## config.mk

```make
export PLATFORM = sky130hd
export DESIGN_NAME = argmax_controller
export DESIGN_NICKNAME = d
export VERILOG_FILES = /design/src/rtl/argmax_controller.sv
export SDC_FILE = /design/constraint.sdc
export NUM_CORES = 1
export LEC_CHECK = 0
export BUFFER_PORTS_ARGS = -buffer_cell sky130_fd_sc_hd__clkbuf_2
export CAP_MARGIN = 25
export CELL_PAD_IN_SITES_DETAIL_PLACEMENT = 1
export CELL_PAD_IN_SITES_GLOBAL_PLACEMENT = 2
export CORE_ASPECT_RATIO = 1.1
export CORE_MARGIN = 2
export CORE_UTILIZATION = 33
export DETAILED_ROUTE_END_ITERATION = 16
export PLACE_DENSITY_LB_ADDON = 0.05
export SYNTH_ARGS = -nofsm -noshare
export SYNTH_HDL_FRONTEND = slang
export SYNTH_SLANG_ARGS = --single-unit
```

## constraint.sdc

```tcl
create_clock -name clk -period 3.4 [get_ports clk]
set_input_delay 0 -clock clk [delete_from_list [all_inputs] [get_ports clk]]
set_output_delay 0 -clock clk [all_outputs]
set_load 0.02 [all_outputs]
```

## src/rtl/argmax_controller.sv

```systemverilog
// Arg-max controller: collects one frame of unsigned class scores over a valid/ready stream
// and reports the winning index and value, flagging short or unterminated frames.
module argmax_controller #(
    parameter int unsigned NUM_CLASSES = 10,
    parameter int unsigned DATA_W      = 32,
    parameter int unsigned IDX_W       = 4
) (
    input  logic              clk,
    input  logic              rst_n,
    input  logic              start,
    output logic              busy,
    input  logic              score_valid,
    output logic              score_ready,
    input  logic [DATA_W-1:0] score_data,
    input  logic              score_last,
    output logic              result_valid,
    input  logic              result_ready,
    output logic [IDX_W-1:0]  max_index,
    output logic [DATA_W-1:0] max_value,
    output logic              frame_error
);

    typedef enum logic [1:0] {StIdle, StCollect, StResult} state_t;

    localparam logic [IDX_W-1:0] LastIdx = IDX_W'(NUM_CLASSES - 1);

    state_t           state_q;
    logic [IDX_W-1:0] beat_cnt_q;
    logic             accept;
    logic             at_last_idx;
    logic             frame_end;

    assign accept      = score_valid && score_ready;
    assign at_last_idx = (beat_cnt_q == LastIdx);
    assign frame_end   = at_last_idx || score_last;

    always_ff @(posedge clk or negedge rst_n) begin
        if (!rst_n) begin
            state_q      <= StIdle;
            busy         <= 1'b0;
            score_ready  <= 1'b0;
            result_valid <= 1'b0;
            frame_error  <= 1'b0;
            max_index    <= '0;
            max_value    <= '0;
            beat_cnt_q   <= '0;
        end else begin
            unique case (state_q)
                StIdle: begin
                    if (start) begin
                        state_q     <= StCollect;
                        busy        <= 1'b1;
                        score_ready <= 1'b1;
                        beat_cnt_q  <= '0;
                        frame_error <= 1'b0;
                    end
                end
                StCollect: begin
                    if (accept) begin
                        // Strict compare keeps the lowest index on ties.
                        if (beat_cnt_q == '0 || score_data > max_value) begin
                            max_value <= score_data;
                            max_index <= beat_cnt_q;
                        end
                        beat_cnt_q <= beat_cnt_q + IDX_W'(1);
                        if (frame_end) begin
                            state_q      <= StResult;
                            score_ready  <= 1'b0;
                            result_valid <= 1'b1;
                            // Short frame or missing last marker: exactly one of the two holds.
                            frame_error  <= score_last ^ at_last_idx;
                        end
                    end
                end
                StResult: begin
                    if (result_ready) begin
                        result_valid <= 1'b0;
                        if (start) begin
                            state_q     <= StCollect;
                            score_ready <= 1'b1;
                            beat_cnt_q  <= '0;
                            frame_error <= 1'b0;
                        end else begin
                            state_q <= StIdle;
                            busy    <= 1'b0;
                        end
                    end
                end
                default: begin
                    state_q <= StIdle;
                end
            endcase
        end
    end

endmodule

```

==> impl_metrics.csv <==
group,metric,value,unit
placement,port_buffers,77,
clock_tree,hold_buffers,34,
outcome,status,"finished, final reports clean",
clock_tree,cts_buffers,5,
critical_path,cp-end-kind,"flip-flop",
critical_path,crit_end,"max_value[12]",
critical_path,crit_arrival,3070,ps
floorplanning,rows,36,
clock_tree,clk_latency,310,ps
clock_tree,cts_resized,0,
placement,placed_cell_area,3580,sq um
yosys,ys.flop_type,"dfrtp_1",
final_layout,final_util,0.450,
final_layout,n_antenna_cell,0,
floorplanning,start_util,0.342,
final_layout,final_nets,488,
timing,rsz0062_at_grt,"no",
route,vias_per_cell,5.37,
route,wl,8730,microns
global_routing,grtUsageTotal,0.179,
placement,dp_hpwl,6260,microns
final_layout,mostFrequentLayoutCell,"clkbuf_2",
final_layout,final_area,4040,sq um
timing,setup_tns,0,ps
critical_path,r2r_cells,9,
critical_path,r2r_end,"max_value[12]",
pwr,total_power,3.71,mW
floorplanning,die_width,95.9,microns
clock_tree,clock_sinks,46,
placement,dp_cells,487,
route,drt_iter0_drc,97,
timing,hold_slack,70.9,ps
global_routing,grt_pass1_vias,2840,
route,vias,2843,
global_routing,antenna_found_initial,0,
critical_path,startpoint,"max_value[14]",
yosys,synth_top_area_cell,"dfrtp_1",
global_routing,grt_max_degree,31,
clock_tree,cts.clk_slew.worst_paths,100,ps
yosys,synth_edf_count,0,
final_layout,final_cell_mix,"clkbuf_2, dfrtp_1, inv_1",
final_layout,areaGrowthSynthToFinish,31.6,%
clock_tree,root_buffer,"clkbuf_8",
timing,timing.final.crit_share,0.844,
timing,worst_slack,530,ps
timing,slew_viol_final,0,
placement,routabilityCongestion,0.712,
critical_path,r2r_setup_slack,530,ps
yosys,ys_warn_count,0,
yosys,synth_cell_types,37,
yosys,yosys-top-cells-area,"dfrtp_1, ha_1, a221o_1, a22o_1, inv_1",
floorplanning,ios,78,
timing,setup_viol,0,
yosys,syn_avg_cell_area,10.2,sq um
clock_tree,cts_tree,"yes",
timing,fin_skew,6.98,ps
timing,post-route-min-period,2870,ps
critical_path,start_kind,"flip-flop",
pwr,powerDensity,919,nW/um^2
yosys,yosysTopAreaCellShare,0.375,
pwr,ir_drop,0.000318,V
final_layout,drive_gt1_frac,0.243,
critical_path,worstSetupPathType,"flip-flop to flip-flop",
yosys,syn_area,3070,sq um
critical_path,worstPathMaxFanout,22,
yosys,async_flop_share,1.00,
pwr,p_leak,2.02,nW
clock_tree,postCtsSetupBuffers,0,
yosys,syn_inst,301,
route,ant_nets,0,
route,wl_per_cell,16.5,microns
global_routing,gr-total-overflow,0,
critical_path,r2r-start,"max_value[14]",
placement,pre_cts_ws,505,ps
timing,slew_headroom,0.420,
yosys,synth_nets,375,
route,drc,0,
critical_path,required,3600,ps
clock_tree,h-tree-depth,2,
yosys,seq_area_frac_synth,0.375,
floorplanning,core_area,8960,sq um
global_routing,grt_pass1_wl,14300,microns
clock_tree,clockBufferDepth,2,
final_layout,instances_no_fill,529,
floorplanning,dieArea,10100,sq um
timing,worst_pin_slew,869,ps
timing,max_freq,0.348,GHz
yosys,yosys_register_bits,46,
job,cap_violations,0,
worst_hold_path,worstHoldPathType,"input port to flip-flop",
floorplanning,die_h,105,microns
timing,hold_violations,0,
route,firstDrtPassIters,4,
-- how the worst min path moves through the flow --
stage | end | cells past startpoint | from | slack (ps)
after CTS | busy | 4 | start | 60
final | frame_error | 4 | start | 70
after global routing | frame_error | 4 | start | 120
after global placement | frame_error | 1 | rst_n | 150
after detailed placement | frame_error | 1 | rst_n | 160
after floorplan | beat_cnt_q[0] | 0 | rst_n | -300
-- registers in the layout, summed over array words and instances, names as in the netlist --
register,count
state_q,2
max_index,4
max_value,32
score_ready,1
busy,1
frame_error,1
beat_cnt_q,4
result_valid,1
-- area by class of cell --
class / count / area, sq um
fillers: 1054 / 4930
flip-flops and latches: 46 / 1150
inverters: 37 / 139
repair buffers: 119 / 798
well taps: 114 / 143
clock buffers: 5 / 68.8
multi-input cells: 205 / 1690
clock inverters: 3 / 45.0
-- per-layer routing --
layer / vias up / track usage / routed length [microns]
met5: - / 0 / 0
met4: 0 / 0.0429 / 93
met3: 8 / 0.0245 / 288
met2: 57 / 0.301 / 4180
met1: 1391 / 0.240 / 4170
li1: 1387 / - / -
-- logic make-up (layout without fill, tap and decap cells) --
| family | after synthesis | count (layout) | synth area share |
|---|---|---|---|
| compound gates | 108 | 108 | 0.298 |
| flops | 46 | 46 | 0.375 |
| fa+ha+maj | 36 | 36 | 0.147 |
| xor+xnor | 2 | 2 | 0.00571 |
| buf+inv | 50 | 164 | 0.0759 |
| simple gates | 59 | 59 | 0.0987 |
-- where the power goes --
part	internal [mW]	switching (mW)	total [mW]
clock	0.219	0.219	0.438
sequential	0.812	0.273	1.09
combinational	0.993	1.19	2.19
total	2.02	1.69	3.71
-- synth_stat cells, types with 2 or more instances --
cell	n
o21ai_0	8
o211a_1	2
o211ai_1	2
nand2_1	14
nand2b_1	3
nor3_1	3
buf_8	3
a221o_1	32
and2_1	4
and3_1	3
buf_2	3
a21o_1	3
nor4_1	2
clkbuf_1	6
nand3_1	6
a21oi_1	13
a22o_1	35
inv_1	37
nor2_1	10
nor2b_1	2
a211oi_1	2
nand4_1	9
dfrtp_1	46
xor2_1	2
a221o_2	4
ha_1	36
-- worst max-delay path, stage by stage (launching register included) --
cell and delay [ps]:
dfrtp_1 400, inv_1 60, ha_1 310, a21oi_1 150, nand2_1 60, a21o_1 190, o41a_1 470, o211a_1 450
buf_12 270, a221o_2 380
No activity file was read; power rests on OpenSTA's default activity.
